===== src/rtl/instr_fetch_unit.sv =====
// instr_fetch_unit: instruction fetch front end with memory handshake, redirect/flush and a prefetch buffer.
module instr_fetch_unit #(
  parameter int ADDR_W = 32,
  parameter int DATA_W = 32,
  parameter logic [ADDR_W-1:0] PC_INIT = '0,
  parameter int PC_STEP = 4,
  parameter int DEPTH = 4
) (
  input  logic              clk,
  input  logic              reset,
  output logic              mem_req,
  output logic [ADDR_W-1:0] mem_addr,
  input  logic              mem_busy,
  input  logic              mem_rvalid,
  input  logic [DATA_W-1:0] mem_rdata,
  input  logic              redirect_valid,
  input  logic [ADDR_W-1:0] redirect_pc,
  output logic              out_valid,
  input  logic              out_ready,
  output logic [DATA_W-1:0] out_instr,
  output logic [ADDR_W-1:0] out_pc
);
  localparam int AW = $clog2(DEPTH);
  localparam logic [ADDR_W-1:0] STEP = ADDR_W'(PC_STEP);
  localparam logic [ADDR_W-1:0] MASK = ~(STEP - 1'b1);
  typedef enum logic [1:0] {IDLE, REQ, WAIT, DISCARD} state_t;
  state_t state, next;
  logic [ADDR_W-1:0] fetch_pc, issued;
  logic [AW-1:0] head, tail;
  logic [AW:0] count;
  logic [ADDR_W-1:0] pc_buf [DEPTH];
  logic [DATA_W-1:0] instr_buf [DEPTH];
  logic full, accept, push, pop;
  assign full = count == (AW+1)'(DEPTH);
  assign accept = state == REQ && !mem_busy;
  assign push = state == WAIT && mem_rvalid && !redirect_valid;
  assign pop = out_valid && out_ready && !redirect_valid;
  always_ff @(posedge clk or negedge reset)
    if (!reset) state <= IDLE;
    else state <= next;
  always_comb begin
    next = state;
    case (state)
      IDLE:    next = (!redirect_valid && !full) ? REQ : IDLE;
      REQ:     next = mem_busy ? (redirect_valid ? IDLE : REQ) : (redirect_valid ? DISCARD : WAIT);
      WAIT:    next = mem_rvalid ? IDLE : (redirect_valid ? DISCARD : WAIT);
      DISCARD: next = mem_rvalid ? IDLE : DISCARD;
      default: next = IDLE;
    endcase
  end
  always_comb begin
    mem_req = state == REQ;
    mem_addr = fetch_pc;
    out_valid = count != '0;
    out_pc = out_valid ? pc_buf[head] : '0;
    out_instr = out_valid ? instr_buf[head] : '0;
  end
  always_ff @(posedge clk or negedge reset)
    if (!reset) begin
      fetch_pc <= PC_INIT;
      issued <= '0;
      head <= '0;
      tail <= '0;
      count <= '0;
    end else begin
      if (accept) issued <= fetch_pc;
      fetch_pc <= redirect_valid ? (redirect_pc & MASK) : accept ? fetch_pc + STEP : fetch_pc;
      head <= redirect_valid ? '0 : head + AW'(pop);
      tail <= redirect_valid ? '0 : tail + AW'(push);
      count <= redirect_valid ? '0 : count + (AW+1)'(push) - (AW+1)'(pop);
    end
  // Storage needs no reset: entries are only visible once counted.
  always_ff @(posedge clk)
    if (push) begin
      pc_buf[tail] <= issued;
      instr_buf[tail] <= mem_rdata;
    end
endmodule


===== config.mk =====
export PLATFORM = sky130hd
export DESIGN_NAME = instr_fetch_unit
export DESIGN_NICKNAME = d
export VERILOG_FILES = /design/src/rtl/instr_fetch_unit.sv
export SDC_FILE = /design/constraint.sdc
export NUM_CORES = 1
export LEC_CHECK = 0
export BUFFER_PORTS_ARGS = -buffer_cell sky130_fd_sc_hd__buf_2
export CELL_PAD_IN_SITES_DETAIL_PLACEMENT = 0
export CELL_PAD_IN_SITES_GLOBAL_PLACEMENT = 2
export CORE_ASPECT_RATIO = 0.7
export CORE_MARGIN = 2
export CORE_UTILIZATION = 35
export CTS_BUF_LIST = sky130_fd_sc_hd__clkbuf_4 sky130_fd_sc_hd__clkbuf_8
export CTS_CLUSTER_SIZE = 25
export DETAILED_ROUTE_END_ITERATION = 10
export PLACE_DENSITY = 0.77
export SYNTH_ARGS = -nofsm -noshare
export SYNTH_HDL_FRONTEND = slang
export SYNTH_SLANG_ARGS = --single-unit

===== constraint.sdc =====
create_clock -name clk -period 6.3 [get_ports clk]
set_input_delay 0.315 -clock clk [delete_from_list [all_inputs] [get_ports clk]]
set_output_delay 0.315 -clock clk [all_outputs]
set_load 0.02 [all_outputs]

# [Yosys cells after proc, flatten, opt, wreduce, memory -nomap -nowiden]
# Memories as Yosys holds them, arrays and structs flattened.
# Index checks and enable logic that the tools add are counted.
[op_classes] addsub=5 n_eq_ne=4 mux=16 reduce_logical=12
[op_table] cell="$mux 32" count=4
[op_table] cell="$add 32x3->32 const B" count=1
[op_table] cell="$mux 2" count=5
[op_table] cell="$pmux 2 s4" count=1
[op_table] cell="$logic_and 1x1->1" count=6
[op_table] cell="$mux 1" count=5
[op_table] cell="$add 2x1->2" count=2
[op_table] cell="$eq 2x2->1 const B" count=2
[op_table] cell="$add 3x1->3" count=1
[op_table] cell="$eq 3x3->1 const B" count=1
[op_table] cell="$logic_not 1->1" count=3
[op_table] cell="$mux 3" count=1
[op_table] cell="$reduce_bool 3->1" count=1
[op_table] cell="$sub 3x1->3" count=1
[op_table] cell="$eq 2x1->1 const B" count=1
[op_table] cell="$logic_not 2->1" count=1
[op_table] cell="$reduce_bool 2->1" count=1
[totals] regBits=73 ramBits=256 out_inout_bits=98 word_cells=45 memories=2
[mem_list] memory="instr_buf" words=4 word_bits=32 rd=1 rd_ports_with_merged_regs=0 wr=1 line_no="32" source="logic [DATA_W-1:0] instr_buf [DEPTH];"
[mem_list] memory="pc_buf" words=4 word_bits=32 rd=1 rd_ports_with_merged_regs=0 wr=1 line_no="31" source="logic [ADDR_W-1:0] pc_buf [DEPTH];"

# [Depth between registers and ports, before layout]
[logic_depth] ltp_word=6 ltp_mapped=10 ltp_nobuf=9

# [Least setup slack after synthesis]
# Ideal clock, no wire load.
[synth_timing] path_kind="register -> register" startpoint="register state[1]" endpoint="memory instr_buf[0][0] (enable)" setup_time_ps=558 arrival_time_ps=5319 required_time_ps=5742 setup_slack_ps=423 path_stages_with_launch=4 n_path_buf=0 period_less_slack_ps=5877 path_cell_list="dfrtp_1 inv_1 or4b_2 nor3_1"
[synth_between] elab_chain_cells=5
[synth_lines] item="start, declared" line_no="27" source="state_t state, next;"
[synth_lines] item="start signal, assigned" line_no="40" source="else state <= next;"
[synth_lines] item="$eq 2x2->1" line_no="36" source="assign push = state == WAIT && mem_rvalid && !redirect_valid;"
[synth_lines] item="$logic_and 1x1->1 (2 in series)" line_no="36"
[synth_lines] item="$mux 1" line_no="74" source="if (push) begin"
[synth_lines] item="$mux 1 (not written as such)" line_no="76" source="instr_buf[tail] <= mem_rdata;"
[synth_lines] item="end, declared" line_no="32"
# No other way between the ends.

# [Worst setup path in the final report]
[layout_timing] startpoint="register head[0]" endpoint="output port out_instr[21]"
[layout_between] elab_chain_cells=2
[layout_lines] item="start, declared" line_no="29" source="logic [AW-1:0] head, tail;"
[layout_lines] item="start signal, assigned" line_no="68" source="head <= redirect_valid ? '0 : head + AW'(pop);"
[layout_lines] item="$mem_v2 4x32"
[layout_lines] item="$mux 32" line_no="56" source="out_instr = out_valid ? instr_buf[head] : '0;"
[layout_lines] item="end, declared" line_no="20" source="output logic [DATA_W-1:0] out_instr,"
# No other way between the ends.

==> impl_summary.txt <==
----------------------------------------------------
[Synth]
  Area of the mapped netlist ... 0.0126 mm²
  Per-instance average area after synthesis ... 16.7 µm²
  Number of warnings reported in the yosys synthesis log ... 0
  Cells after Synth ... 758
  Most instantiated library cell after synthesis ... sky130_fd_sc_hd__edfxtp_1
  Sequential fraction of the synthesis area ... 72.6%
  Fraction of the mapped netlist area in compound gates ... 1.22%
  Number of synthesized flops with an enable pin ... 248
  Dominant register cell in the synthesized netlist ... sky130_fd_sc_hd__edfxtp_1
  Dominant cells by area after synthesis ... sky130_fd_sc_hd__edfxtp_1, sky130_fd_sc_hd__dfrtp_1, sky130_fd_sc_hd__mux4_2
  Cell type contributing the most total cell area after synthesis ... sky130_fd_sc_hd__edfxtp_1
  Xor/xnor share of the synthesized area ... 2.22%
  Area share of fa/ha/maj cells after synthesis ... 0.654%
  Synthesized flop and latch total ... 317
  Synthesized-area fraction occupied by and/or/nand/nor cells ... 10.0%
  Multiplexer share of the synthesized area ... 11.7%
  Unique masters post-synth ... 36
  Most used standard cells in the synthesized netlist ... sky130_fd_sc_hd__edfxtp_1, sky130_fd_sc_hd__nand2_1, sky130_fd_sc_hd__dfrtp_1
  Fraction of post-synthesis cell area in the top cell type by area ... 59.0%
  Main combinational cell family by area after synthesis ... multiplexers
  Async set-or-reset flop fraction in the synthesized netlist ... 21.8%

[Setup path]
  Worst Reg2Reg Path Length in Cells ... 6
  Type of origin of the critical path ... register
  Worst Path Max Fanout ... 38
  Capture instance of the worst register-to-register path ... pc_buf[1][27]
  Setup slack of the worst register-to-register path ... 3140 ps
  Data arrival time at the worst-slack endpoint ... 3070 ps
  Critical path data required time ... 5980 ps
  Critical setup path kind ... reg -> out
  Critical register-to-register path startpoint ... state[1]
  CP endpoint kind ... output port

[Detailed routing]
  DRC violation count after routing ... 0
  Avg Vias per Cell ... 4.73
  Starting DRT DRC Count ... 450
  Routed length per instance ... 18.6 µm
  Post-detailed-route count of antenna-violating nets ... 0
  Total wirelength of the detailed-routed design ... 28400 µm
  Routed vias ... 7224
  Count of TritonRoute iterations in the first routing pass ... 5

[Power and ir drop]
  Worst-case vdd ir drop ... 0.177 mV
  Pwr per Cell Area ... 364 mW/mm²
  LEAKAGE ... 5.82 nW

[GRT]
  Total overflow reported by the global router ... 0
  First-pass GRT wire length ... 43600 µm
  Tot GR Track Use ... 15.3%
  GRT met3 Usage ... 3.59%
  Pin count of the biggest net entering global routing ... 70
  Routing usage on met2 ... 23.8%
  Most Used Layer, Global Route ... met2
  GRT met1 Usage ... 21.5%
  Antenna violations before repair ... 1
  Via count of the first global-routing pass ... 7386

[Timing]
  Clock skew ... 19.4 ps
  Slack of the critical path ... 2920 ps
  Final worst hold slack ... 134 ps
  Minimum clock period after layout ... 3380 ps
  Max_slew headroom ... 29.4%
  Portion of the clock cycle consumed by the worst path in the final layout ... 53.7%
  Fin Setup TNS ... 0 ps
  Maximum achievable frequency ... 296 MHz
  Final setup violation count ... 0
  Measured slew at the worst slew-check pin ... 1050 ps
  Count of final hold-check violations ... 0
  Setup repair after global routing missed its margin ... no
  Slew Limit Fails ... 0

[CTS]
  Clock tree from TritonCTS ... built
  Root buffer selected by CTS ... sky130_fd_sc_hd__clkbuf_8
  Buffers inserted during post-CTS setup optimization ... 0
  Clock Tree Buf Depth ... 3
  CTS H-Tree Depth ... 2
  Clock Sinks ... 317
  Clock latency on the worst-skew pair ... 570 ps
  Clock slew at reported path FFs ... 60 ps
  Total clock buffers created by CTS ... 49

[Worst hold path]
  Tightest Hold Check Type ... in -> reg
  Hold path cells ... 3
  Startpoint of the worst hold path ... mem_busy
  Hold Crit Endpoint ... state[0]

[Finish]
  Non-Filler Cell Area, Final ... 0.0157 mm²
  NumNets Final ... 1082
  Count of filler cells inserted in the layout ... 3245
  Sequential cell area ... 0.00918 mm²
  Antenna Cells ... 0
  Proportion of layout cells with a drive suffix above 1 ... 32.0%
  Multi-input gate area ... 0.00331 mm²
  Area overhead of the layout relative to synthesis ... 24.1%

[Placed design]
  Number of buffers inserted by port buffering ... 161
  Pre-CTS setup slack ... 2730 ps
  Instance area at placement ... 0.0140 mm²
  Routability-driven placement congestion ratio ... 0.761
  HPWL after detailed placement ... 16600 µm

[Job]
  Max-cap viol count ... 0

[Floorplanning]
  Die Outline Area ... 0.0376 mm²
  Core Footprint ... 0.0357 mm²
  I/O pin total ... 168
  Vertical extent of the die ... 163 µm
  Number of core rows ... 58
  Initial Utilization ... 35.4%
  Chip width ... 231 µm

[Outcome]
  Outcome ... finished, final reports clean

----------------------------------------------------
==> sequential cells by signal, indices dropped and copies added (netlist names) <==
signal	count
pc_buf	120
mem_addr	30
instr_buf	128
issued	30
tail	2
state	2
head	2
count	3
==> logic make-up after synthesis <==
family / Yosys count
buf+inv: 47
mux: 69
other cells: 1
compound gates: 29
simple gates: 257
flops: 317
xor+xnor: 32
fa+ha+maj: 6
==> layout make-up <==
type	instances	area share, %
Clock inverter	18	0.878
Inverter	6	0.144
Timing Repair Buffer	235	9.72
Tap cell	480	3.83
Sequential cell	317	58.6
Multi-Input combinational cell	397	21.1
Clock buffer	74	5.74
==> metrics by stage <==
stage / utilization [%] / instances / power, mW
after floorplan: - / 761 / 3.51
after global placement: 39.2 / 1371 / 3.96
after detailed placement: 39.2 / 1371 / 3.98
after CTS: 43.9 / 1527 / 5.81
after global routing: 43.9 / 1527 / 6.04
final: 43.9 / 1527 / 5.71
==> per-layer routing <==
metal / wire [µm] / share of wire (%) / vias to the layer above
li1: - / - / 3335
met1: 13100 / 46 / 3631
met2: 13000 / 46 / 213
met3: 1770 / 6.2 / 43
met4: 528 / 1.9 / 2
met5: 13 / 0.046 / -
==> power breakdown <==
part | total [mW] | switching, mW | internal [mW]
clock network | 1.78 | 0.781 | 0.998
registers | 2.74 | 0.207 | 2.54
logic | 1.19 | 0.733 | 0.456
==> worst max-delay path, stage by stage, from the launching register on <==
cell and delay, ps:
sky130_fd_sc_hd__dfrtp_4 790, sky130_fd_sc_hd__buf_4 730, sky130_fd_sc_hd__mux4_2 580, sky130_fd_sc_hd__nor2b_1 170, sky130_fd_sc_hd__buf_2 210
==> cell usage in the layout, fill, tap and decap left out, types with 2 or more instances in the layout <==
cell type                         n
sky130_fd_sc_hd__or3_1            2
sky130_fd_sc_hd__edfxtp_1       248
sky130_fd_sc_hd__nand4_1         12
sky130_fd_sc_hd__o21ai_0         24
sky130_fd_sc_hd__nor3_2           2
sky130_fd_sc_hd__xor2_1          15
sky130_fd_sc_hd__nor2_1           8
sky130_fd_sc_hd__clkbuf_8        55
sky130_fd_sc_hd__and3_1           9
sky130_fd_sc_hd__mux2_2           6
sky130_fd_sc_hd__conb_1           4
sky130_fd_sc_hd__ha_1             5
sky130_fd_sc_hd__clkinv_2         8
sky130_fd_sc_hd__dfrtp_4          2
sky130_fd_sc_hd__dlygate4sd3_1   64
sky130_fd_sc_hd__nor4_1           5
sky130_fd_sc_hd__clkinvlp_4       2
sky130_fd_sc_hd__mux4_2          62
sky130_fd_sc_hd__bufinv_16        2
sky130_fd_sc_hd__xnor2_1         17
sky130_fd_sc_hd__nand2_1        125
sky130_fd_sc_hd__nor3_1           5
sky130_fd_sc_hd__dfrtp_1         67
sky130_fd_sc_hd__nor2_4           2
sky130_fd_sc_hd__inv_1            6
sky130_fd_sc_hd__clkbuf_4        19
sky130_fd_sc_hd__buf_2          160
sky130_fd_sc_hd__nand3_1         10
sky130_fd_sc_hd__buf_4           11
sky130_fd_sc_hd__clkinv_1         6
sky130_fd_sc_hd__nor2b_1         67
sky130_fd_sc_hd__a21oi_1          2
sky130_fd_sc_hd__and4_1           2
==> what timing repair did <==
item / in CTS / in global routing
gates resized for setup: 0 / 0
hold buffers: 64 / 0
endpoints found under the hold margin: 228 / 0
==> how the worst max path moves through the flow <==
stage / startpoint / endpoint / slack [ps] / cells past startpoint
finish: head[0] / out_instr[21] / 2920 / 4
global route: head[0] / out_instr[12] / 2620 / 4
CTS: head[0] / out_pc[10] / 2740 / 4
detailed placement: redirect_valid / pc_buf[1][29] / 2730 / 7
global placement: redirect_valid / pc_buf[1][29] / 2770 / 7
floorplan: state[1] / instr_buf[0][0] / 420 / 3
No activity file was read; power rests on OpenSTA's default activity.
